### src/rtl/uart_loop_fifo_if.sv
// Handshake bundle between the receiver, the loopback FIFO stage and the transmitter.
// The stage itself uses the slave view; whatever drives and observes it uses master.
interface uart_loop_fifo_if #(
  parameter int ADDR_W = 4
) ();

  logic              recv_done;
  logic [7:0]        recv_data;
  logic              tx_busy;
  logic              send_en;
  logic [7:0]        send_data;
  logic [ADDR_W:0]   fifo_count;
  logic              overflow;

  modport master (
    output recv_done, recv_data, tx_busy,
    input  send_en, send_data, fifo_count, overflow
  );

  modport slave (
    input  recv_done, recv_data, tx_busy,
    output send_en, send_data, fifo_count, overflow
  );

endinterface

### src/rtl/uart_loop_fifo.sv
// FIFO-buffered byte loopback between uart_recv and uart_send.
// Every rising edge of recv_done stores one byte; a small FSM drains the FIFO
// one byte per transmitter frame using the tx_busy handshake, with a timeout
// so a request the transmitter never acknowledges cannot stall the stage.
module uart_loop_fifo #(
  parameter int DEPTH  = 16,
  parameter int ADDR_W = 4
) (
  input logic             sys_clk,
  input logic             sys_rst,
  uart_loop_fifo_if.slave bus
);

  typedef enum logic [1:0] {
    IDLE,
    ISSUE,
    WAIT_BUSY,
    WAIT_DONE
  } state_t;

  localparam logic [ADDR_W:0]   FULL_COUNT   = (ADDR_W + 1)'(DEPTH);
  localparam logic [ADDR_W:0]   COUNT_ONE    = (ADDR_W + 1)'(1);
  localparam logic [ADDR_W-1:0] PTR_ONE      = ADDR_W'(1);
  localparam logic [3:0]        TIMEOUT_LAST = 4'd14;

  state_t            state;
  logic              recv_done_d;
  logic [ADDR_W-1:0] wr_ptr;
  logic [ADDR_W-1:0] rd_ptr;
  logic [ADDR_W:0]   count;
  logic              overflow_flag;
  logic              send_pulse;
  logic [7:0]        send_byte;
  logic [3:0]        timer;
  logic [7:0]        mem [DEPTH];

  logic wr;
  logic rd;
  logic full;
  logic do_wr;

  // A pop in the same cycle frees a slot, so a write to a full FIFO still succeeds then.
  assign wr    = bus.recv_done & ~recv_done_d;
  assign full  = (count == FULL_COUNT);
  assign rd    = (state == IDLE) && (count != '0) && !bus.tx_busy;
  assign do_wr = wr && (!full || rd);

  assign bus.send_en    = send_pulse;
  assign bus.send_data  = send_byte;
  assign bus.fifo_count = count;
  assign bus.overflow   = overflow_flag;

  // Byte storage; contents are deliberately left unreset.
  always_ff @(posedge sys_clk) begin
    if (!sys_rst && do_wr) begin
      mem[wr_ptr] <= bus.recv_data;
    end
  end

  // Edge detect, write pointer, occupancy count and sticky overflow flag.
  always_ff @(posedge sys_clk) begin
    if (sys_rst) begin
      recv_done_d   <= 1'b0;
      wr_ptr        <= '0;
      count         <= '0;
      overflow_flag <= 1'b0;
    end else begin
      recv_done_d <= bus.recv_done;
      if (do_wr) begin
        wr_ptr <= wr_ptr + PTR_ONE;
      end
      if (wr && !do_wr) begin
        overflow_flag <= 1'b1;
      end
      case ({do_wr, rd})
        2'b10:   count <= count + COUNT_ONE;
        2'b01:   count <= count - COUNT_ONE;
        default: count <= count;
      endcase
    end
  end

  // Drain FSM: pop when idle and the transmitter is free, pulse send_en, then follow tx_busy.
  always_ff @(posedge sys_clk) begin
    if (sys_rst) begin
      state      <= IDLE;
      rd_ptr     <= '0;
      send_pulse <= 1'b0;
      send_byte  <= 8'h00;
      timer      <= 4'd0;
    end else begin
      send_pulse <= 1'b0;
      case (state)
        IDLE: begin
          if (rd) begin
            send_byte  <= mem[rd_ptr];
            rd_ptr     <= rd_ptr + PTR_ONE;
            send_pulse <= 1'b1;
            state      <= ISSUE;
          end
        end
        ISSUE: begin
          timer <= 4'd0;
          state <= WAIT_BUSY;
        end
        WAIT_BUSY: begin
          if (bus.tx_busy) begin
            state <= WAIT_DONE;
          end else if (timer == TIMEOUT_LAST) begin
            state <= IDLE;
          end else begin
            timer <= timer + 4'd1;
          end
        end
        WAIT_DONE: begin
          if (!bus.tx_busy) begin
            state <= IDLE;
          end
        end
        default: state <= IDLE;
      endcase
    end
  end

endmodule

### src/flat_wrapper.sv
// flat-port wrapper written by rule: the top's interface ports become plain ports
module uart_loop_fifo_flat 
#(
  parameter int DEPTH  = 16,
  parameter int ADDR_W = 4
)
  (sys_clk, sys_rst, bus_recv_done, bus_recv_data, bus_tx_busy, bus_send_en, bus_send_data, bus_fifo_count, bus_overflow);
  uart_loop_fifo_if #(.ADDR_W(ADDR_W)) bus_i ();
  input logic sys_clk;
  input logic sys_rst;
  input wire logic [$bits(bus_i.recv_done)-1:0] bus_recv_done;
  input wire logic [$bits(bus_i.recv_data)-1:0] bus_recv_data;
  input wire logic [$bits(bus_i.tx_busy)-1:0] bus_tx_busy;
  output wire logic [$bits(bus_i.send_en)-1:0] bus_send_en;
  output wire logic [$bits(bus_i.send_data)-1:0] bus_send_data;
  output wire logic [$bits(bus_i.fifo_count)-1:0] bus_fifo_count;
  output wire logic [$bits(bus_i.overflow)-1:0] bus_overflow;
  assign bus_i.recv_done = bus_recv_done;
  assign bus_i.recv_data = bus_recv_data;
  assign bus_i.tx_busy = bus_tx_busy;
  assign bus_send_en = bus_i.send_en;
  assign bus_send_data = bus_i.send_data;
  assign bus_fifo_count = bus_i.fifo_count;
  assign bus_overflow = bus_i.overflow;
  uart_loop_fifo #(.DEPTH(DEPTH), .ADDR_W(ADDR_W)) u_core (.sys_clk(sys_clk), .sys_rst(sys_rst), .bus(bus_i));
endmodule
### config.mk
export PLATFORM = sky130hd
export DESIGN_NAME = uart_loop_fifo_flat
export DESIGN_NICKNAME = d
export VERILOG_FILES = /design/src/rtl/uart_loop_fifo_if.sv /design/src/rtl/uart_loop_fifo.sv /design/src/flat_wrapper.sv
export SDC_FILE = /design/constraint.sdc
export NUM_CORES = 1
export LEC_CHECK = 0
export ABC_AREA = 1
export CAP_MARGIN = 20
export CORE_MARGIN = 2
export CORE_UTILIZATION = 55
export DETAILED_ROUTE_END_ITERATION = 8
export GPL_TIMING_DRIVEN = 0
export PLACE_DENSITY_LB_ADDON = 0.15
export SYNTH_ARGS = -nofsm -noshare
export SYNTH_HDL_FRONTEND = slang
export SYNTH_SLANG_ARGS = --single-unit
### constraint.sdc
create_clock -name sys_clk -period 2.4 [get_ports sys_clk]
set_input_delay 0.24 -clock sys_clk [delete_from_list [all_inputs] [get_ports sys_clk]]
set_output_delay 0.24 -clock sys_clk [all_outputs]
set_load 0.01 [all_outputs]
**Word level (Yosys, flattened, before mapping)**

Memory sizes are Yosys's and may differ from the RTL's. A register that Yosys moved wholly into a read port is not among the register bits.
Cells that the tools add are included.

- Output and inout bits: 15
- Logic and storage cells: 59
- Input bits: 12
- Bits in registers: 22
- Memories kept: 1
- RAM bits: 128

- Add/subtract/negate cells: 5
- Reductions and logical operators: 18
- Equal/unequal tests: 12
- Bitwise gates (word level): 3
- Mux-type cells: 12

Memory list:

| name | depth | width | read ports | clocked after Yosys merged registers in | wr ports | RTL line | text |
|---|---|---|---|---|---|---|---|
| u_core.mem | 16 | 8 | 1 | 1 | 1 | uart_loop_fifo.sv:35 | `logic [7:0] mem [DEPTH];` |

Operators by type and width:

| cell | count |
|---|---|
| $add 4x1->4 const B | 3 |
| $pmux 5 s2 | 1 |
| $mux 2 | 4 |
| $mux 4 | 2 |
| $pmux 2 s4 | 1 |
| $pmux 4 s2 | 1 |
| $eq 2x2->1 const B | 3 |
| $ne 2x2->1 const B | 3 |
| $reduce_and 3->1 | 2 |
| $add 5x1->5 const B | 1 |
| $eq 5x5->1 const B | 1 |
| $logic_and 1x1->1 | 5 |
| $reduce_bool 5->1 | 1 |
| $sub 5x1->5 const B | 1 |
| $eq 2x1->1 const B | 2 |
| $eq 4x4->1 const B | 1 |
| $logic_not 1->1 | 4 |
| $reduce_bool 2->1 | 2 |
| $mux 1 | 3 |
| $ne 3x2->1 const B | 1 |
| $logic_not 2->1 | 1 |
| $ne 2x1->1 const B | 1 |
| $not 1->1 | 2 |
| $reduce_and 2->1 | 1 |
| other kinds (3) | 3 |

**Depth between registers and ports, before layout**

- Depth in word-level cells: 8
- Depth in mapped cells: 14
- Mapped depth without buffers: 14

**Least setup slack after synthesis**

OpenSTA, ideal clock, no wires.

- Kind: register -> register
- From: register u_core.count[0] (netlist: u_core.bus.fifo_count[0])
- To: memory u_core.mem[11][0] (enable)
- Period minus slack after synthesis: 2,000 ps
- Data arrival time: 1,616 ps
- Buffers on the path: 0
- Library setup time: 383 ps
- Setup slack: 400 ps
- Data required time: 2,017 ps
- Cell stages (with the launch flop): 7
- Cells stage by stage: dfxtp_1 nor2_1 nand3_1 o21ai_4 nor2_4 inv_1 nor3_1

- Cells in the longest elaborated chain, start to end: 8
- Elaborated cells between the ends (all ways): 10
- Those cells by class: eq/ne (1); mux (2); reduce/logical (7)

RTL lines:

| what | RTL line | text |
|---|---|---|
| start: declaration | uart_loop_fifo.sv:30 | `logic [ADDR_W:0] count;` |
| start signal: assignment | uart_loop_fifo.sv:76 | `2'b10: count <= count + COUNT_ONE;` |
| start signal: assignment | uart_loop_fifo.sv:77 | `2'b01: count <= count - COUNT_ONE;` |
| start signal: assignment | uart_loop_fifo.sv:78 | `default: count <= count;` |
| $reduce_bool 5->1 | uart_loop_fifo.sv:45 | `assign rd = (state == IDLE) && (count != '0) && !bus.tx_busy;` |
| $logic_and 1x1->1 (2 in series) | uart_loop_fifo.sv:45 |  |
| $logic_or 1x1->1 * | uart_loop_fifo.sv:46 | `assign do_wr = wr && (!full \|\| rd);` |
| $logic_and 1x1->1 * | uart_loop_fifo.sv:46 |  |
| $logic_and 1x1->1 * | uart_loop_fifo.sv:55 | `if (!sys_rst && do_wr) begin` |
| $mux 1 * | uart_loop_fifo.sv:55 |  |
| $mux 1 (not written as such) * | uart_loop_fifo.sv:56 | `mem[wr_ptr] <= bus.recv_data;` |
| end: declaration | uart_loop_fifo.sv:35 |  |

Mark *: on every way between the ends. The rest lies on a longest branch, timed or not.

**Final worst setup path**

- From: register u_core.count[0] (netlist: u_core.bus.fifo_count[0])
- To: memory u_core.mem[1][7] (enable)

The elaborated chain is that of the path after synthesis.

==> results.py <==
metrics = {
    "status": {
        "status": "complete, no violations",
    },
    "detailed_routing": {
        "antenna_left": 0,
        "viasPerCell": 5.29,
        "first_pass_iters": 6,
        "routed_wl_um": 15900,
        "wl_per_cell_um": 16.6,
        "drt-initial-drc-count": 516,
        "drc": 0,
        "via_count": 5044,
    },
    "global_route": {
        "grt_pass1_wl_um": 24600,
        "grt_pass1_vias": 4722,
        "grt_util_all_layers_pct": 24.9,
        "antenna_found_initial": 0,
        "grt_max_degree": 17,
        "grt-ovfl-total": 0,
    },
    "floorplanning": {
        "fp.coreArea_mm2": 0.0125,
        "num_io_pins": 27,
        "die_w_um": 117,
        "chipHeight_um": 117,
        "rows": 41,
        "fp.dieArea_mm2": 0.0137,
        "initial_utilization_pct": 56.0,
    },
    "pwr": {
        "irDropWorstVdd_mv": 0.842,
        "pwr-share-comb_pct": 29.8,
        "p_int_w": 0.00579,
        "power_frac_clock_pct": 32.3,
        "swShare_pct": 32.8,
        "p_per_area_mw_per_mm2": 1060,
        "p_total_w": 0.00861,
        "p_switching_w": 0.00282,
        "p_leak_nw": 3.39,
        "pwr-share-seq_pct": 37.8,
    },
    "clocking": {
        "numCtsBuffers": 17,
        "cts_buffer_depth": 2,
        "cts_num_sinks": 158,
        "clk_pin_slew_ns": 0.06,
        "clkLatencyLatePin_ns": 0.43,
        "htreeDepth": 4,
        "cts_tree": "done",
        "clockRootBuffer": "clkbuf_16",
        "hold_buffers": 0,
    },
    "timing": {
        "rsz0062_at_grt": "no",
        "skew_ns": 0.00553,
        "slew_viol_final": 0,
        "timing.fmax_ghz": 0.442,
        "worstMarginPinSlew_ns": 0.821,
        "fin_tns_setup_ns": 0,
        "finalSetupViolations": 0,
        "final-hold-violation-count": 0,
        "fin_hold_ws_ns": 0.353,
        "fin_crit_ns": 2.26,
        "period_share_pct": 94.3,
        "slew_headroom_pct": 45.1,
    },
    "critical_path": {
        "worstPathRequired_ns": 2.45,
        "cp.arrival_ns": 2.32,
        "cpPeakStageDelay_ns": 0.68,
        "worst_path_max_delay_cell": "nor2_1",
        "worst-setup-path-type": "flop to flop",
        "crit_buf_inv": 0,
        "end_kind": "flop",
        "crit_path_start_kind": "flop",
        "crit_fanout": 8,
        "cp_cell_sequence": "nor2_1 -> nand3_1 -> o21ai_4 -> nor2_4 -> nand2_1 -> nor2_1",
        "path_delay_family": "simple AND/OR/NAND/NOR gates",
        "cp_common_cell": "nor2_1",
    },
    "flow_run": {
        "max_cap_viol_count": 0,
    },
    "finish": {
        "drive_gt1_share_pct": 9.34,
        "nFillCells": 999,
        "layoutNonFillerInstCount": 954,
        "fin_nets": 792,
        "antenna_cells": 0,
        "final_area_mm2": 0.00813,
        "area_growth_pct": 15.8,
    },
    "place": {
        "numPortBuffers": 26,
        "place.gp.congestion": 0.939,
        "dpl_cell_area_mm2": 0.00750,
        "place_hpwl_um": 10600,
        "dp.cells": 921,
    },
    "synthesis": {
        "synth.distinct_cells": 31,
        "syn_inst": 721,
        "synth-seq-area-share_pct": 63.4,
        "avgSynthCellArea_um2": 9.73,
        "ys_warn_count": 0,
        "syn_nets": 744,
        "ys_ff_latch": 158,
        "synth_area_mm2": 0.00701,
    },
    "hold_path": {
        "hold_path_class": "input pin to flop",
    },
}
## cell usage in the layout (no fill, tap or decap), types with 8 or more instances in the layout
cell             instances
a21oi_1                 13
o21ai_0                 16
nor2_1                  71
clkbuf_16               17
clkbuf_1                 8
dfxtp_1                 30
buf_4                   10
clkdlybuf4s50_1         26
buf_2                   14
edfxtp_1               128
nand3_1                104
ha_1                    10
inv_1                   92
nand2_1                192
## area by class of cell
type / instances / area [µm²] / share of cell area [%]
flip-flops and latches: 158 / 4440 / 54.7
repair buffers: 29 / 283 / 3.48
well taps: 172 / 215 / 2.65
clock buffers: 20 / 437 / 5.37
multi-input cells: 433 / 2030 / 24.9
plain buffers: 30 / 175 / 2.16
inverters: 100 / 375 / 4.62
clock inverters: 12 / 169 / 2.08
## cells by family (layout without fill, tap and decap cells)
kind of cell               after synthesis  count (layout)  synth area share (%)
AOI/OAI and AO/OA                       33              33                  2.75
xor gates and xnor gates                 4               4                 0.499
buffers and inverters                  130             191                  7.85
adders and majority gates               11              11                  2.07
DFF                                    158             158                  63.4
and+or+nand+nor                        385             385                  23.5
## registers in the layout (all words and copies together), names as in the netlist
name                   flops
u_core.state               2
u_core.mem               128
u_core.bus.send_en         1
u_core.bus.fifo_count      5
u_core.rd_ptr              4
u_core.bus.send_data       8
u_core.recv_done_d         1
u_core.timer               4
u_core.bus.overflow        1
u_core.wr_ptr              4
## synth_stat cells
cell type / count / area (µm²)
nand2_2: 1 / 6.26
o21ai_4: 1 / 16.3
buf_2: 14 / 70.1
buf_6: 2 / 22.5
o21ai_0: 16 / 80.1
dfxtp_1: 30 / 601
buf_1: 1 / 3.75
inv_2: 6 / 22.5
clkinv_1: 2 / 7.51
edfxtp_1: 128 / 3840
nand3b_1: 1 / 7.51
clkbuf_1: 5 / 18.8
nor2_8: 1 / 20.0
a21boi_2: 1 / 11.3
nand2_1: 192 / 721
nand3_1: 104 / 521
xor2_1: 4 / 35.0
nor2_4: 1 / 11.3
fa_1: 1 / 20.0
nand2_4: 2 / 22.5
a211oi_2: 1 / 12.5
or2_0: 1 / 6.26
ha_1: 10 / 125
nor3_1: 7 / 35.0
nor2_2: 1 / 6.26
nand3_2: 2 / 20.0
o21bai_1: 1 / 7.51
inv_1: 92 / 345
a21oi_1: 13 / 65.1
nor2_1: 72 / 270
buf_4: 8 / 60.1
## layer usage
layer	up-vias	wire length (µm)	GRT usage, %
li1	2437	-	-
met1	2403	6920	34.2
met2	166	7600	39.0
met3	38	866	5.30
met4	0	456	10.4
met5	-	0	0
## per-stage QoR
step	worst slack, ns	utilization (%)
6_report	0.137	64.9
5_1_grt	0.0360	64.9
4_1_cts	0.0542	64.8
3_5_place_dp	-0.282	60.0
3_3_place_gp	-0.379	59.8
2_1_floorplan	0.400	-
## final timing paths
path,start,end,slack (ns),depth (start not counted)
setup / recovery,u_core.bus.fifo_count[0]$_SDFFE_PP0P_,u_core.mem[1][7]$_DFFE_PP_,0.14,6
hold / removal,bus_recv_done,u_core.recv_done_d$_SDFF_PP0_,0.35,3
setup reg to reg,u_core.bus.fifo_count[0]$_SDFFE_PP0P_,u_core.mem[1][7]$_DFFE_PP_,0.14,6
hold reg to reg,u_core.bus.overflow$_SDFFE_PP0P_,u_core.bus.overflow$_SDFFE_PP0P_,0.48,2
## power by group through the flow
stage / logic (W) / clock network [W] / registers (W)
after floorplan: 0.00168 / 0 / 0.00334
after global placement: 0.00246 / 0 / 0.00330
after detailed placement: 0.00252 / 0 / 0.00332
after CTS: 0.00256 / 0.00280 / 0.00326
after global routing: 0.00289 / 0.00290 / 0.00328
final: 0.00257 / 0.00278 / 0.00326
## repair_timing
action                     4_1_cts  5_1_grt
buffers inserted                 0        0
setup endpoints to repair        0       16
resized for setup                0        2
hold endpoints to repair         0        0
## worst min-delay path: stages
cell and delay (ns):
clkdlybuf4s50_1 0.39, inv_1 0.07, nor2_1 0.04
(Power assumes the default switching activity.)
